## src/rtl/shift_add_multiplier_pkg.sv

```systemverilog
// ---------------------------------------------------------------------------
// shift_add_multiplier_pkg : shared types and defaults for the shift-add multiplier
// Rev 1.0
// ---------------------------------------------------------------------------
`default_nettype none

package shift_add_multiplier_pkg;

  localparam int unsigned DEFAULT_WIDTH = 16;

  typedef enum logic [0:0] {
    ST_IDLE = 1'b0,
    ST_BUSY = 1'b1
  } state_e;

endpackage : shift_add_multiplier_pkg

`default_nettype wire

```

## src/rtl/shift_add_datapath.sv

```systemverilog
// ---------------------------------------------------------------------------
// shift_add_datapath : A/Q/B registers with the add-then-shift iteration
// Rev 1.0
// ---------------------------------------------------------------------------
`default_nettype none

module shift_add_datapath
  import shift_add_multiplier_pkg::*;
#(
  parameter int unsigned WIDTH = DEFAULT_WIDTH
) (
  input  logic                 clk,
  input  logic                 rst,
  input  logic                 load_i,
  input  logic                 step_i,
  input  logic [WIDTH-1:0]     multiplier_i,
  input  logic [WIDTH-1:0]     multiplicand_i,
  output logic [2*WIDTH-1:0]   result_o
);

  logic [WIDTH-1:0] a_q, a_d;
  logic [WIDTH-1:0] q_q, q_d;
  logic [WIDTH-1:0] b_q, b_d;
  logic [WIDTH:0]   sum_w;
  logic [WIDTH-1:0] step_a_w;
  logic [WIDTH-1:0] step_q_w;

  // The carry bit of A lives only in the sum: the right shift always clears it again.
  assign sum_w    = q_q[0] ? ({1'b0, a_q} + {1'b0, b_q}) : {1'b0, a_q};
  assign step_a_w = sum_w[WIDTH:1];
  assign step_q_w = {sum_w[0], q_q[WIDTH-1:1]};

  // Value of {A, Q} after the iteration happening on this edge.
  assign result_o = {step_a_w, step_q_w};

  always_comb begin
    a_d = a_q;
    q_d = q_q;
    b_d = b_q;
    if (load_i) begin
      a_d = '0;
      q_d = multiplier_i;
      b_d = multiplicand_i;
    end else if (step_i) begin
      a_d = step_a_w;
      q_d = step_q_w;
    end
  end

  always_ff @(posedge clk or posedge rst) begin
    if (rst) begin
      a_q <= '0;
      q_q <= '0;
      b_q <= '0;
    end else begin
      a_q <= a_d;
      q_q <= q_d;
      b_q <= b_d;
    end
  end

endmodule : shift_add_datapath

`default_nettype wire

```

## src/rtl/shift_add_multiplier.sv

```systemverilog
// ---------------------------------------------------------------------------
// shift_add_multiplier : radix-2 sequential unsigned multiplier, WIDTH cycles per product
// Rev 1.0
// ---------------------------------------------------------------------------
`default_nettype none

module shift_add_multiplier
  import shift_add_multiplier_pkg::*;
#(
  parameter int unsigned WIDTH = DEFAULT_WIDTH
) (
  input  logic                 clk,
  input  logic                 rst,
  input  logic [WIDTH-1:0]     multiplier,
  input  logic [WIDTH-1:0]     multiplicand,
  input  logic                 start,
  output logic [2*WIDTH-1:0]   product,
  output logic                 ready
);

  localparam int unsigned    CW       = $clog2(WIDTH);
  localparam logic [CW-1:0]  LAST_CNT = CW'(WIDTH - 1);

  state_e               state_q;
  logic [CW-1:0]        count_q, count_d;
  logic [2*WIDTH-1:0]   product_q;
  logic                 ready_q;
  logic                 load_w;
  logic                 step_w;
  logic [2*WIDTH-1:0]   dp_result_w;

  assign load_w  = (state_q == ST_IDLE) && start;
  assign step_w  = (state_q == ST_BUSY);
  assign count_d = count_q + CW'(1);

  shift_add_datapath #(
    .WIDTH (WIDTH)
  ) u_datapath (
    .clk            (clk),
    .rst            (rst),
    .load_i         (load_w),
    .step_i         (step_w),
    .multiplier_i   (multiplier),
    .multiplicand_i (multiplicand),
    .result_o       (dp_result_w)
  );

  always_ff @(posedge clk or posedge rst) begin
    if (rst) begin
      state_q   <= ST_IDLE;
      count_q   <= '0;
      product_q <= '0;
      ready_q   <= 1'b1;
    end else begin
      unique case (state_q)
        ST_IDLE: begin
          if (start) begin
            state_q <= ST_BUSY;
            count_q <= '0;
            ready_q <= 1'b0;
          end
        end
        ST_BUSY: begin
          count_q <= count_d;
          // Last iteration: publish the fully shifted {A, Q} in the same edge.
          if (count_q == LAST_CNT) begin
            product_q <= dp_result_w;
            ready_q   <= 1'b1;
            state_q   <= ST_IDLE;
          end
        end
        default: begin
          state_q <= ST_IDLE;
          ready_q <= 1'b1;
        end
      endcase
    end
  end

  assign product = product_q;
  assign ready   = ready_q;

endmodule : shift_add_multiplier

`default_nettype wire

```

## config.mk

```make
export PLATFORM = sky130hd
export DESIGN_NAME = shift_add_multiplier
export DESIGN_NICKNAME = d
export VERILOG_FILES = /design/src/rtl/shift_add_multiplier_pkg.sv /design/src/rtl/shift_add_datapath.sv /design/src/rtl/shift_add_multiplier.sv
export SDC_FILE = /design/constraint.sdc
export NUM_CORES = 1
export LEC_CHECK = 0
export BUFFER_PORTS_ARGS = -buffer_cell sky130_fd_sc_hd__buf_2
export CORE_MARGIN = 4
export CORE_UTILIZATION = 50
export CTS_CLUSTER_DIAMETER = 40
export DETAILED_ROUTE_END_ITERATION = 6
export PLACE_DENSITY = 0.79
export SLEW_MARGIN = 20
export SYNTH_ARGS = -nofsm -noshare
export SYNTH_HDL_FRONTEND = slang
export SYNTH_SLANG_ARGS = --single-unit
```

## constraint.sdc

```tcl
create_clock -name clk -period 3.88 [get_ports clk]
set_clock_uncertainty 0.2 [all_clocks]
set_input_delay 0.776 -clock clk [delete_from_list [all_inputs] [get_ports clk]]
set_output_delay 0.776 -clock clk [all_outputs]
set_load 0.01 [all_outputs]
```

==> qor.yml <==
status: "completed"
cts_sinks: 86
yosys.area.top_type_share: 0.494
clock.fmax_ghz: 0.379
worstMarginPinSlew_ns: 0.593
final_common_cell: "dfrtp_1"
syn_area_per_cell_um2: 10.9
synth_edf_count: 0
synthDistinctLibCells: 42
cpPeakStageDelay_ns: 0.42
nets: 514
overflow: 0
setup_tns_ns: 0
crit_top_cell: "o211ai_1"
ctsHoldBuffers: 0
drv_cap: 0
antenna_left: 0
grtUsageMet2: 0.322
drt-vias-per-instance: 5.66
met3_usage: 0.0311
period_share: 0.680
clock_path_buffers: 2
async_flop_share: 1.00
firstDrtPassIters: 4
dieArea_mm2: 0.0102
report.final.slew_viol_count: 0
wl_per_cell_um: 16.6
rows: 33
start_util: 0.519
slowest_stage: "dfrtp_1"
grt-busiest-layer: "met2"
regToRegEndpoint: "product[29]$_DFFE_PP0P_"
r2r_start: "u_datapath.a_q[0]$_DFFE_PP0P_"
synth_top_flop_cell: "dfrtp_1"
finalCriticalPeriod_ns: 2.64
cts_max_level: 3
grt_pass1_wl_mm: 16.0
reg2reg_slack_ns: 1.24
critPathArrivalTime_ns: 2.68
grt_usage: 0.199
setup_viol: 0
syn_nets: 448
die_h_um: 101
netlist_top_cells_area: "dfrtp_1, mux2_2, mux2i_1"
final_cell_mix: "dfrtp_1, buf_2, nand2_1"
ctsResizeCount: 0
cp_max_fo: 4
p_leak_uw: 0.00243
post_cts_buffers: 0
use_met1: 0.266
die_w_um: 101
drt_iter0_drc: 149
startpoint_type: "flip-flop"
netlist_instances: 395
crit_chain: "ha_1 > fa_1 > a21oi_1 > o211ai_1 > nand4_1 > o211ai_1 > xor2_1 > a221o_1"
grt_antenna_before_repair: 0
drcViolationCount: 0
clk-insertion-delay-late_ns: 0.36
endpoint: "product[29]$_DFFE_PP0P_"
grt_max_degree: 38
coreArea_mm2: 0.00830
syn_area_mm2: 0.00431
peakVddDrop_v: 0.000458
cts_tree: "done"
diodes: 0
clk_pin_slew_ns: 0.10
finalWirelength_mm: 9.46
ioPinCount: 68
seq_area_frac_synth: 0.500
vias: 3234
place.gp.congestion: 0.917
grt_setup_unrepaired: "no"
startpoint: "u_datapath.a_q[0]$_DFFE_PP0P_"
yosysTopAreaCell: "dfrtp_1"
port_buffers: 67
grt_pass1_vias: 3311
criticalPathCategory: "reg2reg"
ys.warnings.count: 0
synth_seq_cells: 86
hold_viol_final: 0
whs_ns: 0.230
cts_root_buf: "clkbuf_8"
syn2layout_area_growth_pct: 15.1
endpoint_kind: "flip-flop"
hold_class: "in2async"
ff2ff_path_depth: 8
power_density_mw_per_mm2: 966
slew_headroom: 0.605
worstPathRequired_ns: 3.92
cts_buffers: 9
drive_above_1_share: 0.277
place_hpwl_mm: 6.68
critical path, delay by kind of cell (launching register included):
kind,cells,cell delay (ns)
flops,1,0.42
simple gates,1,0.15
fa+ha+maj,2,0.62
compound gates,4,0.94
xor+xnor,1,0.18
cell families after synthesis:
kind of cell / after synthesis / share of synthesized area
XOR/XNOR: 12 / 0.0244
adder cells (fa/ha/maj): 18 / 0.0540
buffers and inverters: 29 / 0.0256
multiplexers: 60 / 0.149
AO/OA/AOI/OAI: 109 / 0.160
AND/OR/NAND/NOR: 81 / 0.0871
flip-flops: 86 / 0.500
cells in the mapped netlist (3+ instances only):
cell type	count
o21ai_0	24
a221o_1	8
xor2_1	3
and2_1	3
buf_1	4
mux2_2	34
dfrtp_1	85
a21o_1	6
o21ai_1	9
mux2i_1	26
a21oi_1	34
ha_1	17
xnor2_1	9
a21boi_0	6
clkbuf_1	15
nor2_1	8
and3_1	3
o2bb2ai_1	7
nand2_1	47
nor3_1	4
nor3b_1	7
a211oi_1	3
inv_1	8
area by class of cell:
type,instances,area (µm²)
fill,711,3340
sequential,86,2150
multi-input combinational,280,2040
timing repair buffer,75,395
tap,105,131
clock buffer,10,128
clock inverter,6,68.8
inverter,9,35.0
routing by layer:
layer	vias to the layer above	wire, µm
met3	20	336
met4	0	221
li1	1567	-
met2	64	4590
met5	-	0
met1	1583	4310
per-stage QoR:
| step | instance area (µm²) | total power (µW) | utilization | cells | setup WS, ns |
|---|---|---|---|---|---|
| floorplan | 4310 | 3500 | - | 395 | 0.684 |
| global placement | 4760 | 4060 | 0.574 | 555 | 1.35 |
| detailed placement | 4760 | 4150 | 0.574 | 555 | 1.32 |
| CTS | 4960 | 4810 | 0.597 | 571 | 1.28 |
| global route | 4960 | 5220 | 0.597 | 571 | 1.11 |
| finish | 4960 | 4790 | 0.597 | 571 | 1.24 |
flip-flops by register name, summed over array words and instances, names as in the netlist:
signal          flops
product            32
ready               1
state_q             1
u_datapath.q_q     16
u_datapath.b_q     16
u_datapath.a_q     16
count_q             4
power by group:
| part | switching (µW) | total [µW] | internal [µW] |
|---|---|---|---|
| Combinational | 1350 | 2470 | 1130 |
| Clock | 336 | 639 | 303 |
| Sequential | 330 | 1680 | 1350 |
| Total | 2010 | 4790 | 2770 |
worst min path at each step:
stage	start	end	cells after the start
after global routing	rst	u_datapath.q_q[7]$_DFFE_PP0P_	2
final	rst	u_datapath.q_q[7]$_DFFE_PP0P_	2
after detailed placement	product[23]$_DFFE_PP0P_	product[23]$_DFFE_PP0P_	2
after global placement	product[15]$_DFFE_PP0P_	product[15]$_DFFE_PP0P_	2
after CTS	rst	product[3]$_DFFE_PP0P_	2
after floorplan	u_datapath.q_q[15]$_DFFE_PP0P_	u_datapath.q_q[14]$_DFFE_PP0P_	2
No activity file was read; power rests on OpenSTA's default activity.
